$ cat src/rtl/control_alu_unit.sv
// ALU operation decoder for the RV32I datapath: maps the operation class plus
// funct3/funct7 to a 4-bit ALU select code, registered with one cycle of latency.
module control_alu_unit (
  input  logic       clk,
  input  logic       rst,
  input  logic [1:0] modo,
  input  logic [2:0] funct3,
  input  logic [6:0] funct7,
  output logic [3:0] sel_alu
);

  localparam logic [1:0] MODO_ADD    = 2'b00;
  localparam logic [1:0] MODO_ITYPE  = 2'b01;
  localparam logic [1:0] MODO_RTYPE  = 2'b10;
  localparam logic [1:0] MODO_BRANCH = 2'b11;

  localparam logic [3:0] ALU_ADD  = 4'b0000;
  localparam logic [3:0] ALU_SUB  = 4'b0001;
  localparam logic [3:0] ALU_SLL  = 4'b0010;
  localparam logic [3:0] ALU_SLT  = 4'b0011;
  localparam logic [3:0] ALU_SLTU = 4'b0100;
  localparam logic [3:0] ALU_XOR  = 4'b0101;
  localparam logic [3:0] ALU_SRL  = 4'b0110;
  localparam logic [3:0] ALU_SRA  = 4'b0111;
  localparam logic [3:0] ALU_OR   = 4'b1000;
  localparam logic [3:0] ALU_AND  = 4'b1001;

  logic [3:0] next_sel_s;
  logic [3:0] sel_alu_r;
  logic       unused_funct7_s;

  // Only funct7[5] carries meaning for RV32I ALU ops; the other bits are dropped.
  assign unused_funct7_s = ^{funct7[6], funct7[4:0]};

  // Combinational decode; funct7[5] is referenced only in the branches that need it,
  // so an unknown funct7 cannot leak into any other code.
  always_comb begin
    next_sel_s = ALU_ADD;
    case (modo)
      MODO_ADD: begin
        next_sel_s = ALU_ADD;
      end
      MODO_ITYPE: begin
        case (funct3)
          3'b000:  next_sel_s = ALU_ADD;
          3'b001:  next_sel_s = ALU_SLL;
          3'b010:  next_sel_s = ALU_SLT;
          3'b011:  next_sel_s = ALU_SLTU;
          3'b100:  next_sel_s = ALU_XOR;
          3'b101: begin
            if (funct7[5]) begin
              next_sel_s = ALU_SRA;
            end else begin
              next_sel_s = ALU_SRL;
            end
          end
          3'b110:  next_sel_s = ALU_OR;
          3'b111:  next_sel_s = ALU_AND;
          default: next_sel_s = ALU_ADD;
        endcase
      end
      MODO_RTYPE: begin
        case (funct3)
          3'b000: begin
            if (funct7[5]) begin
              next_sel_s = ALU_SUB;
            end else begin
              next_sel_s = ALU_ADD;
            end
          end
          3'b001:  next_sel_s = ALU_SLL;
          3'b010:  next_sel_s = ALU_SLT;
          3'b011:  next_sel_s = ALU_SLTU;
          3'b100:  next_sel_s = ALU_XOR;
          3'b101: begin
            if (funct7[5]) begin
              next_sel_s = ALU_SRA;
            end else begin
              next_sel_s = ALU_SRL;
            end
          end
          3'b110:  next_sel_s = ALU_OR;
          3'b111:  next_sel_s = ALU_AND;
          default: next_sel_s = ALU_ADD;
        endcase
      end
      MODO_BRANCH: begin
        // Equality branches compare by subtraction; ordered branches use set-less-than.
        case (funct3)
          3'b000:  next_sel_s = ALU_SUB;
          3'b001:  next_sel_s = ALU_SUB;
          3'b100:  next_sel_s = ALU_SLT;
          3'b101:  next_sel_s = ALU_SLT;
          3'b110:  next_sel_s = ALU_SLTU;
          3'b111:  next_sel_s = ALU_SLTU;
          default: next_sel_s = ALU_ADD;
        endcase
      end
      default: begin
        next_sel_s = ALU_ADD;
      end
    endcase
  end

  // Output register; reset forces ADD immediately and drops any pending code.
  always_ff @(posedge clk or posedge rst) begin
    if (rst) begin
      sel_alu_r <= ALU_ADD;
    end else begin
      sel_alu_r <= next_sel_s;
    end
  end

  assign sel_alu = sel_alu_r;

endmodule

$ cat config.mk
export PLATFORM = sky130hd
export DESIGN_NAME = control_alu_unit
export DESIGN_NICKNAME = d
export VERILOG_FILES = /design/src/rtl/control_alu_unit.sv
export SDC_FILE = /design/constraint.sdc
export NUM_CORES = 1
export LEC_CHECK = 0
export CORE_AREA = 2 2 39 41
export CTS_CLUSTER_DIAMETER = 150
export DETAILED_ROUTE_END_ITERATION = 7
export DIE_AREA = 0 0 41 43
export HOLD_SLACK_MARGIN = 0.15
export PLACE_DENSITY_LB_ADDON = 0.3
export SETUP_SLACK_MARGIN = 0.05
export SYNTH_ARGS = -nofsm -noshare
export SYNTH_HDL_FRONTEND = slang
export SYNTH_SLANG_ARGS = --single-unit
$ cat constraint.sdc
create_clock -name clk -period 0.8 [get_ports clk]
set_input_delay 0.08 -clock clk [delete_from_list [all_inputs] [get_ports clk]]
set_output_delay 0.08 -clock clk [all_outputs]
set_load 0.1 [all_outputs]
==> impl_summary.txt <==
----------------------------------------------------
[Synthesis]
  Area fraction in and, or, nand and nor cells after synthesis ... 20.7%
  Count of warnings emitted by yosys ... 0
  Compound-gate portion of the synthesized area ... 25.9%
  Flip-flop cell with the highest count after synthesis ... sky130_fd_sc_hd__dfrtp_1
  Share of flip-flops with an asynchronous set or reset after synthesis ... 100%
  Cell count after synthesis ... 24
  Most common cell in the netlist ... sky130_fd_sc_hd__dfrtp_1
  Synthesis-stage register bit count ... 4
  Combinational family with the most area after synthesis ... compound AO/OA/AOI/OAI gates
  XOR/XNOR Fraction of Synth Area ... 4.02%
  Post-Syn Nets ... 38
  Cell Area, Synth ... 218 um^2
  Sequential area share after synthesis ... 46.0%
  Cell type contributing the most total cell area after synthesis ... sky130_fd_sc_hd__dfrtp_1
  Adder-cell share of the synthesized area ... 0%
  Post-synthesis area per instance ... 9.07 um^2
  Biggest area contributors in the synthesized netlist ... sky130_fd_sc_hd__dfrtp_1 46%, sky130_fd_sc_hd__nand2b_1 8.6%, sky130_fd_sc_hd__a21oi_1 4.6%
  Share of the synthesized area in the top cell type ... 46.0%
  Post-synthesis mux area share ... 0%
  Post-synth EDFFs ... 0
  Most instantiated cells after synthesis ... 4 x sky130_fd_sc_hd__dfrtp_1, 3 x sky130_fd_sc_hd__nand2b_1
  Count of different cell masters after synthesis ... 15

[Timing]
  Max Freq ... 1.14 GHz
  Final period util ... 110%
  Final count of negative-setup-slack endpoints ... 4
  Setup repair after global routing missed its margin ... true
  Fin crit period ... 878 ps
  Final worst setup slack ... -78.0 ps
  Fin. Hold Viols ... 0
  Worst relative slew slack ... 85.6%
  Worst slew pin tran ... 214 ps
  Number of slew-limit violations in the final report ... 0
  Final-layout setup total negative slack ... -304 ps

[Final layout]
  Final-stage net count ... 56
  Diodes inserted ... 0
  Area growth from synthesis to final layout ... 105%
  Design area ... 447 um^2
  Non-filler cells in the finished layout ... 56
  Max FFs per register ... 4
  Fraction of final layout cells sized beyond drive strength 1 ... 37.5%

[Clock network]
  Worst-path clk slew ... 40 ps
  CTS root buf ... sky130_fd_sc_hd__clkbuf_4
  Maximum level of the CTS H-tree ... 1
  Clock tree sinks ... 4
  Cts bufs inserted ... 3
  Clock tree from TritonCTS ... built
  Clock buffer depth ... 2

[Placement]
  Routability congestion estimate from global placement ... 0.663
  DP Wirelength ... 363 um
  Instance area after placement ... 408 um^2
  Worst slack at placement ... -377 ps
  Cells after DPL ... 53
  Buffers added on ports ... 11

[Die]
  Vertical die dimension ... 43 um
  Placeable core region ... 1380 um^2
  Effective utilization at floorplan ... 15.7%
  Area of the die ... 1760 um^2
  Top-level I/O count ... 18
  Number of core rows ... 14
  Width of the die ... 41 um

[Global route]
  Wire length of the first global-routing pass ... 821 um
  Total track usage ... 7.24%
  Vias in the first global route ... 212
  Initial antenna violation count ... 0
  Largest net degree at the start of global routing ... 6
  Congestion Overflow GR ... 0

[Route]
  Remaining routing DRC violations ... 0
  Overall routed net length ... 464 um
  Violation count after the first detailed-routing iteration ... 6
  Detailed Routing Iterations Pass 1 ... 3
  Mean routed wirelength per cell ... 8.29 um
  Post-route ant nets ... 0
  Via count ... 229
  Number of vias per cell ... 4.09

[Run status]
  Status ... complete, but fails checks
  Failing checks ... negative setup slack

[Critical path]
  Critical Path End Type ... output pin
  Setup Crit Path Kind ... reg -> out
  Logic depth of the worst path, buffers included ... 1
  Slowest library cell on the worst path ... sky130_fd_sc_hd__dfrtp_2
  Worst-path cell chain ... buf_12
  Crit path buf inv count ... 1
  Worst-path maximum fanout ... 1
  Largest stage delay on the critical path ... 400 ps
  Worst endpoint data arrival time ... 800 ps
  Data required time at the worst endpoint ... 720 ps
  Cell class contributing the biggest share of worst-path delay ... flip-flops
  Startpoint type of the worst setup path ... flop

[Power]
  Peak VDD IR ... 491 uV
  Leakage ... 0.000205 uW
  Power per standard cell area ... 1760 nW/um^2

[Worst hold path]
  Tightest Hold Check Type ... in -> async

[Job]
  Max Cap Violations ... 0

----------------------------------------------------
## per-stage QoR
stage	utilization, %	hold WS (ps)	total power (uW)
floorplan	-	-154	403
finish	32.3	31.5	785
global route	32.3	47.6	834
CTS	32.0	27.9	803
global placement	29.5	280	546
detailed placement	29.5	271	545
## where the power goes
group          internal (uW)  switching, uW  leakage, uW
clock                    167           73.5    0.0000138
combinational            125            183     0.000145
sequential               224           13.2    0.0000462
## worst max path at each step
| stage | slack, ps | from | end |
|---|---|---|---|
| finish | -80 | sel_alu[3] | sel_alu[3] |
| global route | -100 | sel_alu[2] | sel_alu[2] |
| CTS | -90 | sel_alu[3] | sel_alu[3] |
| detailed placement | -380 | funct3[2] | sel_alu[0] |
| global placement | -390 | funct3[2] | sel_alu[0] |
| floorplan | 70 | sel_alu[0] | sel_alu[0] |
## cell usage in the layout, fill, tap and decap left out
cell / synthesis / layout
sky130_fd_sc_hd__nand2_1: 2 / 2
sky130_fd_sc_hd__inv_1: 2 / 2
sky130_fd_sc_hd__dlygate4sd2_1: 0 / 4
sky130_fd_sc_hd__a311oi_1: 1 / 1
sky130_fd_sc_hd__buf_12: 0 / 4
sky130_fd_sc_hd__a21o_1: 1 / 1
sky130_fd_sc_hd__dfrtp_2: 0 / 4
sky130_fd_sc_hd__clkdlybuf4s50_1: 0 / 1
sky130_fd_sc_hd__buf_6: 0 / 1
sky130_fd_sc_hd__clkdlybuf4s15_1: 0 / 1
sky130_fd_sc_hd__clkbuf_4: 0 / 3
sky130_fd_sc_hd__xnor2_2: 0 / 1
sky130_fd_sc_hd__nor3b_1: 1 / 1
sky130_fd_sc_hd__o22ai_1: 1 / 1
sky130_fd_sc_hd__nand3b_1: 1 / 1
sky130_fd_sc_hd__a21oi_1: 2 / 2
sky130_fd_sc_hd__a31oi_1: 1 / 1
sky130_fd_sc_hd__a21boi_0: 1 / 1
sky130_fd_sc_hd__buf_4: 0 / 1
sky130_fd_sc_hd__nand2b_1: 3 / 2
sky130_fd_sc_hd__nor2_1: 1 / 1
sky130_fd_sc_hd__o21ai_0: 2 / 1
sky130_fd_sc_hd__dlymetal6s2s_1: 0 / 1
sky130_fd_sc_hd__nand2b_4: 0 / 1
sky130_fd_sc_hd__o21ai_1: 0 / 1
## what timing repair did
| action | in CTS | in global routing |
|---|---|---|
| buffers inserted | 0 | 0 |
| resized for setup | 9 | 2 |
| pin swaps | 1 | 1 |
| hold endpoints to repair | 4 | 4 |
| endpoints found under the setup margin | 8 | 6 |
## kinds of logic after synthesis
group | Yosys count
AO/OA/AOI/OAI | 9
XOR/XNOR | 1
buffers and inverters | 2
AND/OR/NAND/NOR | 8
flip-flops | 4
## area by class of cell
| class | instances | area (um^2) |
|---|---|---|
| Tap cell | 16 | 20.0 |
| Fill cell | 145 | 937 |
| Timing Repair Buffer | 13 | 166 |
| Sequential cell | 4 | 105 |
| Clock buffer | 3 | 22.5 |
| Multi-Input combinational cell | 18 | 125 |
| Inverter | 2 | 7.51 |
## routing by layer
metal | vias to the layer above | track usage [%] | share of wire [%]
li1 | 119 | - | -
met1 | 98 | 6.15 | 40
met2 | 12 | 11.6 | 48
met3 | 0 | 3.66 | 12
met4 | 0 | 6.00 | 0
met5 | - | 0 | 0
Power figures use the tool's default switching activity.
